===== src/rtl/jk_pkg.sv =====
// Shared JK-cell definitions: mode encodings and the characteristic equation.
package jk_pkg;

    // {J,K} drive patterns for a JK cell
    typedef enum logic [1:0] {
        JK_HOLD   = 2'b00,
        JK_RESET  = 2'b01,
        JK_SET    = 2'b10,
        JK_TOGGLE = 2'b11
    } jk_mode_e;

    // Next Q of a JK cell given current Q and J/K inputs
    function automatic logic jk_next(input logic q, input logic j, input logic k);
        case ({j, k})
            2'b00:   return q;
            2'b01:   return 1'b0;
            2'b10:   return 1'b1;
            default: return ~q;
        endcase
    endfunction

endpackage


===== src/rtl/jk_cell.sv =====
// Single JK storage cell with synchronous active-high reset.
module jk_cell
    import jk_pkg::*;
(
    input  logic clk,
    input  logic rst,
    input  logic j,
    input  logic k,
    output logic q,
    output logic q_bar
);

    logic r_q;

    // Q register: reset clears, otherwise follow the JK characteristic equation
    always_ff @(posedge clk) begin
        if (rst) begin
            r_q <= 1'b0;
        end else begin
            r_q <= jk_next(r_q, j, k);
        end
    end

    assign q     = r_q;
    assign q_bar = ~r_q;

endmodule


===== src/rtl/jk_updown_counter.sv =====
// Modulo-(MAX+1) up/down counter: a steering stage computes per-bit JK modes
// from the current Q outputs, and a bank of JK cells holds the count.
module jk_updown_counter
    import jk_pkg::*;
#(
    parameter int WIDTH = 4,
    parameter int MAX   = 15
) (
    input  logic             clk,
    input  logic             rst,
    input  logic             en,
    input  logic             up,
    input  logic             load,
    input  logic [WIDTH-1:0] load_val,
    output logic [WIDTH-1:0] count,
    output logic [WIDTH-1:0] count_bar,
    output logic             tc,
    output logic             wrap
);

    localparam logic [WIDTH-1:0] MAX_V = WIDTH'(MAX);

    logic [WIDTH-1:0] w_j;
    logic [WIDTH-1:0] w_k;
    logic [WIDTH-1:0] w_load_v;
    logic             w_oor;
    logic             w_at_max;
    logic             w_at_zero;
    logic             w_chain;
    jk_mode_e         w_mode [WIDTH];
    logic             r_wrap;

    // Out-of-range and load clamping only exist when MAX leaves codes unused
    if (MAX < (2 ** WIDTH) - 1) begin : g_partial
        assign w_oor    = (count > MAX_V);
        assign w_load_v = (load_val > MAX_V) ? MAX_V : load_val;
    end else begin : g_full
        assign w_oor    = 1'b0;
        assign w_load_v = load_val;
    end

    assign w_at_max  = (count == MAX_V);
    assign w_at_zero = (count == '0);

    // Steering: pick a JK mode per bit (load > wrap/out-of-range > ripple count)
    always_comb begin
        w_j     = '0;
        w_k     = '0;
        w_chain = 1'b1;
        for (int unsigned i = 0; i < WIDTH; i++) begin
            w_mode[i] = JK_HOLD;
        end
        if (load) begin
            for (int unsigned i = 0; i < WIDTH; i++) begin
                w_mode[i] = w_load_v[i] ? JK_SET : JK_RESET;
            end
        end else if (en) begin
            if (w_oor || (up && w_at_max)) begin
                for (int unsigned i = 0; i < WIDTH; i++) begin
                    w_mode[i] = JK_RESET;
                end
            end else if (!up && w_at_zero) begin
                for (int unsigned i = 0; i < WIDTH; i++) begin
                    w_mode[i] = MAX_V[i] ? JK_SET : JK_RESET;
                end
            end else begin
                // w_chain tracks "all lower bits are ones" (up) or "all zeros" (down)
                for (int unsigned i = 0; i < WIDTH; i++) begin
                    if (w_chain) begin
                        w_mode[i] = JK_TOGGLE;
                    end
                    w_chain = w_chain & (up ? count[i] : ~count[i]);
                end
            end
        end
        for (int unsigned i = 0; i < WIDTH; i++) begin
            {w_j[i], w_k[i]} = w_mode[i];
        end
    end

    for (genvar g = 0; g < WIDTH; g++) begin : g_cell
        jk_cell u_cell (
            .clk   (clk),
            .rst   (rst),
            .j     (w_j[g]),
            .k     (w_k[g]),
            .q     (count[g]),
            .q_bar (count_bar[g])
        );
    end

    assign tc = en & ~load & ((up & w_at_max) | (~up & w_at_zero));

    // Wrap pulse: terminal count delayed by one edge
    always_ff @(posedge clk) begin
        if (rst) begin
            r_wrap <= 1'b0;
        end else begin
            r_wrap <= tc;
        end
    end

    assign wrap = r_wrap;

endmodule


===== config.mk =====
export PLATFORM = sky130hd
export DESIGN_NAME = jk_updown_counter
export DESIGN_NICKNAME = d
export VERILOG_FILES = /design/src/rtl/jk_pkg.sv /design/src/rtl/jk_cell.sv /design/src/rtl/jk_updown_counter.sv
export SDC_FILE = /design/constraint.sdc
export NUM_CORES = 1
export LEC_CHECK = 0
export BUFFER_PORTS_ARGS = -buffer_cell sky130_fd_sc_hd__buf_4
export CAP_MARGIN = 20
export CORE_AREA = 4 4 42 44
export DETAILED_ROUTE_END_ITERATION = 8
export DIE_AREA = 0 0 46 48
export GPL_TIMING_DRIVEN = 0
export PLACE_DENSITY = 0.76
export SETUP_SLACK_MARGIN = 0.3
export SLEW_MARGIN = 10
export SYNTH_ARGS = -nofsm -noshare
export SYNTH_HDL_FRONTEND = slang
export SYNTH_SLANG_ARGS = --single-unit

===== constraint.sdc =====
create_clock -name clk -period 2.7 [get_ports clk]
set_input_delay 0.405 -clock clk [delete_from_list [all_inputs] [get_ports clk]]
set_output_delay 0.405 -clock clk [all_outputs]
set_load 0.03 [all_outputs]

# Yosys cells after proc, flatten, opt, wreduce, memory -nomap -nowiden
# Index checks and enable logic that the tools add are counted.
# Widths: inputs -> output; s select.
[totals]
ff_bits = 5
inputBits = 9
out_inout_bits = 10
[op_classes]
mux = 18
eq_ne = 9
n_reduce_logical = 8
bitwise_logic = 13
[ops]
columns = ["cell", "n"]
rows = [
  ["$mux 8", 3],
  ["$mux 2", 7],
  ["$pmux 1 s3", 4],
  ["$eq 2x1->1 const B", 4],
  ["$eq 2x2->1 const B", 4],
  ["$logic_not 2->1", 4],
  ["$mux 7", 1],
  ["$and 1x1->1", 6],
  ["$not 1->1", 6],
  ["$eq 4x4->1 const B", 1],
  ["$logic_not 4->1", 1],
  ["$mux 1", 3],
  ["$logic_and 1x1->1", 2],
  ["$logic_not 1->1", 1],
  ["$or 1x1->1", 1],
]

# Depth between registers and ports, before layout
# Gate-level depths: netlist of run 1.
[logic_depth]
ltp_word = 11
depth_mapped = 8
depth_no_buf = 7

# Cells and area by module
# From an unflattened synthesis of run 1, not the netlist that was laid out.
[hier_totals]
hier_cells = 71
hier_area_um2 = 549.3
[by_module_without_submodules]
columns = ["module", "instances", "cells_per_inst", "area_per_inst_um2"]
rows = [
  ["jk_cell", 4, 10, 80.1],
  ["jk_updown_counter", 1, 31, 229.0],
]

# Worst setup path before layout of run 1
# Ideal clock, no wire load.
[synth_timing]
kind = "reg2reg"
from = "reg g_cell[2].u_cell.r_q"
to = "reg g_cell[3].u_cell.r_q"
required_time_ns = 2.578
setup_time_ns = 0.122
arrival_time_ns = 1.902
path_buffers = 1
stages_incl_launch_ff = 9
setup_slack_ns = 0.677
path_cell_list = "dfxtp_1 buf_6 or4_4 a21oi_2 a21oi_1 ha_1 nor3b_1 a221oi_1 nor2_1"
[synth_via]
elab_chain_len = 10
word_cells_on_any_way = 16
cone_classes = "eq/ne: 3; mux: 7; bitwise: 2; reduce/logical: 4"
[synth_lines]
columns = ["element", "line", "source"]
rows = [
  ["start: declaration", "jk_cell.sv:13", "logic r_q;"],
  ["start signal: assignment", "jk_cell.sv:20", "r_q <= jk_next(r_q, j, k);"],
  ["$not 1->1", "jk_updown_counter.sv:72", "w_chain = w_chain & (up ? count[i] : ~count[i]);"],
  ["$mux 1", "jk_updown_counter.sv:72", ""],
  ["$and 1x1->1", "jk_updown_counter.sv:72", ""],
  ["$mux 2", "jk_updown_counter.sv:69", "if (w_chain) begin"],
  ["$mux 7", "jk_updown_counter.sv:62", "end else if (!up && w_at_zero) begin"],
  ["$mux 8 (*)", "jk_updown_counter.sv:58", "if (w_oor || (up && w_at_max)) begin"],
  ["$mux 8 (*)", "jk_updown_counter.sv:57", "end else if (en) begin"],
  ["$mux 8 (*)", "jk_updown_counter.sv:53", "if (load) begin"],
  ["$eq 2x2->1 (tied with other cells)", "jk_pkg.sv:14", "case ({j, k})"],
  ["$pmux 1 s3", "jk_pkg.sv:14", ""],
  ["end signal: assignment", "jk_cell.sv:20", ""],
  ["end: declaration", "jk_cell.sv:13", ""],
]
# Every way passes the cells marked *; elsewhere a longest branch is shown, timed or not.
# A chain may end at the register's enable or synchronous reset.

# Final worst setup path of run 1
# Ends and elaborated chain as after synthesis.

==> results of run 1 <==
[placed cells by master (no fill, tap or decap), types with 2 or more instances in the layout]
master     n
a211oi_1   2
a21oi_1    5
a221oi_1   3
a22o_1     3
a22oi_1    3
buf_4     26
buf_6      3
clkbuf_4   3
dfxtp_1    5
ha_1       7
inv_1      6
nand2_1    2
nor2_1     9
nor2b_1    4
nor3_1     3
nor3b_1    3
o21ai_0    2
[cells by family after synthesis]
logic type      count (synthesis)  synth area share
flops                           5             0.155
simple gates                   28             0.236
mux                             2            0.0329
fa+ha+maj                       7             0.135
buf+inv                        19             0.199
compound gates                 22             0.242
[area by class of cell]
class	instances	area [um^2]	area share
well taps	16	20.0	0.0244
multi-input cells	59	418	0.509
clock buffers	4	26.3	0.0320
plain buffers	13	106	0.130
repair buffers	17	128	0.155
flip-flops and latches	5	100	0.122
inverters	6	22.5	0.0274
[Yosys cell counts]
library cell and instances:
clkbuf_2 1, nor3b_1 3, a31oi_1 1, nor2b_1 4, o22ai_1 1, and3_1 1
a21oi_2 1, or4_4 1, nor2_1 9, a22oi_1 3, nand2b_1 1, buf_6 3
mux2_2 1, nor3_1 3, a21oi_1 5, nand4_1 1, a221oi_1 3, o21ba_2 1
inv_1 6, dfxtp_1 5, and3_2 1, buf_4 9, o21ai_0 2, nand3_1 1
nand2_1 2, mux2i_1 1, or2_2 1, a211oi_1 2, a22o_1 3, ha_1 7
[metal layers]
layer	vias to the layer above	share of wire	track usage
met5	-	0	0
met4	0	0.013	0.0852
met3	3	0.061	0.0226
met2	23	0.50	0.203
met1	279	0.42	0.178
li1	332	-	-
[sequential cells by signal (all words and copies together) (netlist names)]
name	flops
g_cell.u_cell.q	4
wrap	1
[worst min-delay path by stage]
| stage | start | to | slack (ps) |
|---|---|---|---|
| 3_5_place_dp | g_cell[0].u_cell.q$_SDFFE_PP0P_ | g_cell[0].u_cell.q$_SDFFE_PP0P_ | 600 |
| 3_3_place_gp | g_cell[0].u_cell.q$_SDFFE_PP0P_ | g_cell[0].u_cell.q$_SDFFE_PP0P_ | 590 |
| 5_1_grt | rst | g_cell[1].u_cell.q$_SDFFE_PP0P_ | 360 |
| 2_1_floorplan | rst | g_cell[1].u_cell.q$_SDFFE_PP0P_ | 480 |
| 6_report | rst | g_cell[1].u_cell.q$_SDFFE_PP0P_ | 360 |
| 4_1_cts | rst | g_cell[1].u_cell.q$_SDFFE_PP0P_ | 360 |
[per-stage QoR]
stage                util  total power, mW  area (um^2)  hold WS (ps)  instances
floorplan               -            0.271          647           477         83
global placement    0.553            0.328          795           591        116
detailed placement  0.553            0.334          795           599        116
CTS                 0.571            0.425          821           356        120
global route        0.571            0.454          821           362        120
finish              0.571            0.421          821           361        120
[power by group through the flow]
stage / clock, mW / sequential (mW) / combinational, mW
after floorplan: 0 / 0.0927 / 0.178
after global placement: 0 / 0.0933 / 0.235
after detailed placement: 0 / 0.0936 / 0.241
after CTS: 0.0908 / 0.0924 / 0.242
after global routing: 0.0953 / 0.0942 / 0.264
final: 0.0873 / 0.0925 / 0.241
==> reports/results.txt, run 1 <==
Sw Share: 0.397
RR Startpoint: g_cell[2].u_cell.q$_SDFFE_PP0P_
First-pass GRT wire length: 2.13 mm
I/O pin cnt: 19
Via density: 5.31
Crit path max-delay family: simple AND/OR/NAND/NOR gates
Max stage delay on crit path: 530 ps
Leak Pwr: 0.383 nW
CTS Buf Count: 3
FILL cells: 144
RSZ-0062 raised after global routing: false
Worst slew pin tran: 427 ps
Final Setup Violations: 0
Peak supply drop: 0.227 mV
Hold Path Class: input pin to flop
Die Width: 46 um
1st-iter DRT viols: 10
Die Area: 0.00221 mm^2
Status: complete, no violations
Crit-path cells: buf_6, or4_4, a21oi_2, a21oi_1, ha_1, nor3b_1, a221oi_1, nor2_1
Max Slew Vio Count: 0
Final Hold Fails: 0
Post-synth top area share: 0.155
Clk root buf: clkbuf_4
H-tree depth: 1
Overflow left after global routing: 0
Layout cells sized above 1: 0.375
I/O Buffers: 17
Critical Path Source: g_cell[2].u_cell.q$_SDFFE_PP0P_
P_sw: 0.167 mW
WL/cell: 11.5 um
Setup WS pre-CTS: 491 ps
CTS Hold Buffers Added: 0
Clock latency on the worst-skew pair: 240 ps
CP endpoint: g_cell[3].u_cell.q$_SDFFE_PP0P_
Vias in the first global route: 515
Syn_nets: 99
P_int: 0.254 mW
Final WL: 1.38 mm
Core Box Area: 0.00144 mm^2
Sequential power share: 0.220
Largest net degree at the start of global routing: 11
Pwr dens: 513 mW/mm^2
Final Wtd Congestion: 0.742
Clock Power Share: 0.207
Setup_tns: 0 ps
Antenna viol nets, final: 0
Sequential share of the synthesized area: 0.155
Setup WS post-layout: 497 ps
Top cells by area, synth: dfxtp_1, ha_1, buf_4
Cell depth of the worst setup path: 8
Critical path capture point type: flop
Largest fanout on the critical path: 10
Initial antenna violation count: 0
Worst Hold Depth: 2
Worst-path clk slew: 40 ps
F_max: 454 MHz
# Post-CTS Setup Buffers: 0
Worst Reg-to-Reg Cells: 8
Mapped Area: 647 um^2
Critical path class: flop to flop
Slew HR: 0.714
Max Cap Viol: 0
Sink Count: 5
Worst setup SP type: flop
Syn Area/Cell: 7.79 um^2
Clock tree buffer depth: 2
Required time of the critical path: 2830 ps
Combinational fraction of design power: 0.573
CP Data Arrival Time: 2330 ps
Final critical-path required period: 2200 ps
Synth area leader: dfxtp_1
Cts repair resizes: 0
P&R area growth vs syn: 26.9%
CTS tree: yes
DRC: 0
Post-synthesis cell count: 83
Final period util: 0.816
N_diodes: 0
Worst reg2reg endpoint: g_cell[3].u_cell.q$_SDFFE_PP0P_
Synth warn: 0
Via count: 637
Fin nets: 121
Total track usage: 0.135
Die Height: 48 um
Cell variety after synth: 30
Initial Util: 0.450
Critical Path Slowest Stage Cell: or4_4
FF-to-FF setup slack: 500 ps
Clock Skew: 2.88 ps
DRT Pass-1 Iters: 4
# rows: 14
Register bit total from synthesis: 5
Worst Path Buf+Inv: 1
HPWL after DPL: 1.11 mm
Note: power is estimated with default switching activity, not from simulation.
==> run 2: changes to the inputs <==
clock period = 2.1 ns   (was 2.7 ns; I/O delays follow)
==> run 2 against run 1 <==
Against the previous run: first-iteration DRC count decreased by 40%; via count increased by 12%; sequential cell count unchanged; non-clock buffer count increased by 10; fmax increased by 10%; utilization increased by 23 points; cell count increased by 8.3%; wire length increased by 38%; critical path depth unchanged; largest power group unchanged.
==> reports/results.txt, run 2 (synthesis gave the netlist of run 1 again) <==
1st-iter DRT viols: 6
Status: complete, no violations
Via density: 5.48
First-pass GRT wire length: 2.64 mm
Sink Count: 5
Design area: 0.00115 mm^2
Fin cells: 130
Core Box Area: 0.00144 mm^2
CP Data Arrival Time: 2130 ps
Required time of the critical path: 2240 ps
Final Hold Fails: 0
RSZ-0062 raised after global routing: true
DRC: 0
Clock latency on the worst-skew pair: 250 ps
Pwr dens: 637 mW/mm^2
H-tree depth: 1
Leak Pwr: 0.480 nW
Largest fanout on the critical path: 3
Vias in the first global route: 604
Final period util: 0.950
Initial Util: 0.450
Commonest non-fill, non-tap cell in the layout: buf_4
WL/cell: 14.6 um
Final Setup Violations: 0
Setup WS post-layout: 105 ps
CTS tree: yes
Peak supply drop: 0.476 mV
I/O pin cnt: 19
# rows: 14
Worst setup SP type: flop
Max Slew Vio Count: 0
Final Wtd Congestion: 0.719
Die Area: 0.00221 mm^2
Slew HR: 0.733
Critical path capture point type: flop
Total track usage: 0.169
F_max: 501 MHz
Setup_tns: 0 ps
Largest net degree at the start of global routing: 11
Clk root buf: clkbuf_4
Cell Area, Placed: 810 um^2
Clock Skew: 6.84 ps
Final WL: 1.90 mm
Critical path class: flop to flop
I/O Buffers: 17
CTS Buf Count: 3
Die Height: 48 um
Placed cell count: 116
Clock tree buffer depth: 2
Layout cells sized above 1: 0.675
Max Cap Viol: 0
Antenna viol nets, final: 0
Fin nets: 131
Most frequent cells in the layout: buf_4, nor2_1, buf_6, inv_1
DRT Pass-1 Iters: 4
P&R area growth vs syn: 78.5%
Hold Path Class: input pin to flop
Max FFs per register: 4
Setup WS pre-CTS: -31.2 ps
Final critical-path required period: 2000 ps
HPWL after DPL: 1.12 mm
Via count: 712
Overflow left after global routing: 0
Initial antenna violation count: 0
Final Power: 0.736 mW
N_diodes: 0
Die Width: 46 um
Worst slew pin tran: 400 ps
CTS Hold Buffers Added: 0
Worst-path clk slew: 50 ps
==> run 2: cell count changes in the layout (fill, tap and decap cells not counted), sizes merged <==
cell | before | now
buf | 29 | 39
==> run 2: worst max-delay path, stage by stage, from the launching register on <==
cell and delay (ps):
dfxtp_2 310, buf_6 110, or4_4 520, a21oi_4 170
a22o_1 150, ha_1 240, nor3b_4 160, a221oi_2 170
nor2_1 70
==> run 2: area by class of cell <==
cell class / instances / area, um^2
multi-input combinational: 59 / 644
inverter: 6 / 22.5
sequential: 5 / 106
fill: 94 / 282
buffer: 13 / 113
tap: 16 / 20.0
clock buffer: 4 / 26.3
timing repair buffer: 27 / 223
==> run 2: per-layer routing <==
layer	up-vias	part of all wire	wire (um)	global-route usage
met4	0	0.0095	18	0.0341
met5	-	0	0	0
met2	17	0.55	1050	0.308
met3	2	0.037	71	0.0602
met1	343	0.40	756	0.189
li1	350	-	-	-
==> run 2: per-stage QoR <==
| stage | util | hold slack (ps) |
|---|---|---|
| 4_1_cts | 0.679 | 257 |
| 5_1_grt | 0.804 | 282 |
| 3_3_place_gp | 0.564 | 522 |
| 2_1_floorplan | - | 387 |
| 6_report | 0.804 | 276 |
| 3_5_place_dp | 0.564 | 529 |
==> run 2: power breakdown <==
group	leakage, nW	switching, mW	total [mW]	internal [mW]
Sequential	0.0425	0.0130	0.123	0.110
Clock	0.0150	0.0416	0.114	0.0720
Combinational	0.422	0.247	0.499	0.252
Total	0.480	0.301	0.736	0.435
==> run 2: worst paths after layout <==
kind | from | to | slack, ps | cells after the start
max | g_cell[2].u_cell.q$_SDFFE_PP0P_ | g_cell[3].u_cell.q$_SDFFE_PP0P_ | 100 | 8
min | rst | g_cell[1].u_cell.q$_SDFFE_PP0P_ | 280 | 2
max reg2reg | g_cell[2].u_cell.q$_SDFFE_PP0P_ | g_cell[3].u_cell.q$_SDFFE_PP0P_ | 100 | 8
min reg2reg | g_cell[0].u_cell.q$_SDFFE_PP0P_ | g_cell[0].u_cell.q$_SDFFE_PP0P_ | 570 | 2
==> run 2: timing repair <==
action | in CTS | in global routing
setup endpoints to repair | 4 | 5
buffers inserted | 4 | 6
hold endpoints to repair | 0 | 0
pin swaps | 17 | 21
gates cloned | 0 | 0
resized for setup | 25 | 25
==> run 3: changes to the inputs <==
ABC_AREA = 1   (was unset)
==> run 3 against run 2 <==
Against the previous run: critical path depth unchanged; via count down 9.3%; design area shrank 29%; sequential cell count unchanged; combinational power decreased by 44%; cell count is 8.5% higher; non-clock buffer count down 12; power shrank 30%; synthesized area down 1.5%; sequential share of layout area increased by 3.1 points.
==> reports/results.txt, run 3 <==
Status: complete, no violations
Max Cap Viol: 0
Synth area leader: dfxtp_1
Met1 Usage GRT: 0.150
Critical path capture point type: primary output
M2 GR Usage: 0.181
1st-iter DRT viols: 14
Die Area: 0.00221 mm^2
I/O pin cnt: 19
Layout cells sized above 1: 0.320
Antenna viol nets, final: 0
Top cells by area, synth: dfxtp_1, ha_1, nand2_1
Via count: 646
Top_reg_cell synth: dfxtp_1
Required time of the critical path: 1780 ps
Final core utilization: 0.574
DRC: 0
Clk root buf: clkbuf_4
Worst hold margin: 272 ps
Critical path class: flop to primary output
Max FFs per register: 4
Worst slew pin tran: 289 ps
Mapped Area: 637 um^2
Sequential power share: 0.234
CTS Hold Buffers Added: 0
Via density: 4.58
Worst setup SP type: flop
Clock latency on the worst-skew pair: 240 ps
Die Width: 46 um
Hold Path Class: input pin to flop
FILL cells: 141
Cell variety after synth: 20
Post-synthesis cell count: 103
P&R area growth vs syn: 29.5%
Leak Pwr: 0.473 nW
Placed cell count: 137
Die Height: 48 um
Final WL: 1.22 mm
F_max: 595 MHz
Overflow left after global routing: 0
CTS Buf Count: 3
Core Box Area: 0.00144 mm^2
Final Wtd Congestion: 0.805
Post-synth top area share: 0.157
CP Data Arrival Time: 1370 ps
Register bit total from synthesis: 5
Sink Count: 5
Clock tree buffer depth: 2
Total track usage: 0.119
Combinational fraction of design power: 0.544
Peak supply drop: 0.191 mV
Initial Util: 0.443
GR Layer Usage met3: 0.0226
Syn_nets: 119
Initial antenna violation count: 0
Sequential share of the synthesized area: 0.157
Most used routing layer: met2
N_diodes: 0
Final period util: 0.801
Pwr dens: 623 mW/mm^2
CTS tree: yes
Asr flop ratio synth: 0
Final critical-path required period: 1680 ps
Number of synthesized flops with an enable pin: 0
Vias in the first global route: 489
# rows: 14
# Post-CTS Setup Buffers: 0
I/O Buffers: 18
Commonest non-fill, non-tap cell in the layout: buf_4
H-tree depth: 1
Most frequent cells in the layout: buf_4, nand2_1, inv_1
DRT Pass-1 Iters: 4
HPWL after DPL: 1.03 mm
Fin nets: 142
Cts repair resizes: 0
Slew HR: 0.807
WL/cell: 8.68 um
Max Slew Vio Count: 0
Clock Skew: 2.11 ps
Synth top cells by count: nand2_1, inv_1, o21ai_0
P_sw: 0.210 mW
Synth warn: 0
Count leader, synth: nand2_1
P_int: 0.304 mW
Fin cells: 141
Clock Power Share: 0.221
Setup_tns: 0 ps
Final Hold Fails: 0
RSZ-0062 raised after global routing: false
Largest fanout on the critical path: 8
Largest net degree at the start of global routing: 11
First-pass GRT wire length: 1.88 mm
Final Setup Violations: 0
Syn Area/Cell: 6.18 um^2
Worst-path clk slew: 40 ps
Sw Share: 0.409
==> run 3: changes by cell type in the layout (fill, tap and decap cells not counted), moves of 5 or more <==
cell and delta:
o21ai_0 +8, nand2_1 +20, buf_4 -6, buf_6 -5
inv_1 +14, a21oi_1 +7
==> run 3: per-stage QoR <==
| stage | total power [mW] | cell area (um^2) | worst slack [ps] |
|---|---|---|---|
| 2_1_floorplan | 0.325 | 637 | 574 |
| 3_3_place_gp | 0.394 | 792 | 391 |
| 3_5_place_dp | 0.402 | 792 | 387 |
| 4_1_cts | 0.519 | 818 | 419 |
| 5_1_grt | 0.561 | 825 | 292 |
| 6_report | 0.514 | 825 | 418 |
==> run 3: power groups by stage <==
| stage | logic [mW] | registers, mW | clock network [mW] |
|---|---|---|---|
| after floorplan | 0.206 | 0.119 | 0 |
| after global placement | 0.273 | 0.121 | 0 |
| after detailed placement | 0.280 | 0.121 | 0 |
| after CTS | 0.281 | 0.120 | 0.118 |
| after global routing | 0.313 | 0.123 | 0.126 |
| final | 0.280 | 0.120 | 0.114 |
==> run 3: final timing paths <==
check	slack, ps	startpoint	endpoint	depth (start not counted)
hold reg to reg	640	g_cell[0].u_cell.q$_SDFFE_PP0P_	g_cell[0].u_cell.q$_SDFFE_PP0P_	3
setup / recovery	420	g_cell[0].u_cell.q$_SDFFE_PP0P_	tc	8
hold / removal	270	rst	wrap$_SDFF_PP0_	2
setup reg to reg	440	g_cell[0].u_cell.q$_SDFFE_PP0P_	g_cell[3].u_cell.q$_SDFFE_PP0P_	12
==> run 3: cell type report <==
class	count	area (um^2)	share of cell area
repair buffers	18	135	0.164
flip-flops and latches	5	101	0.123
clock buffers	4	26.3	0.0319
inverters	20	75.1	0.0910
plain buffers	10	76.3	0.0926
well taps	16	20.0	0.0243
multi-input cells	68	390	0.473
==> run 3: kinds of logic after synthesis <==
family / synth area share
flops: 0.157
buf+inv: 0.238
xor+xnor: 0.0138
simple gates: 0.295
fa+ha+maj: 0.138
compound gates: 0.159
==> run 3: layer usage <==
layer  vias to the layer above  part of all wire
met4                         0             0.020
li1                        357                 -
met2                        17              0.49
met1                       270              0.43
met5                         -                 0
met3                         2             0.060
==> run 3: critical path, cell delays in order, from the launching register on <==
cell     delay, ps
dfxtp_1        340
buf_6          140
nand2_1         60
nor2_1         110
nand2_2        110
nand2_1         70
nand2_1         70
inv_1           70
buf_4          150
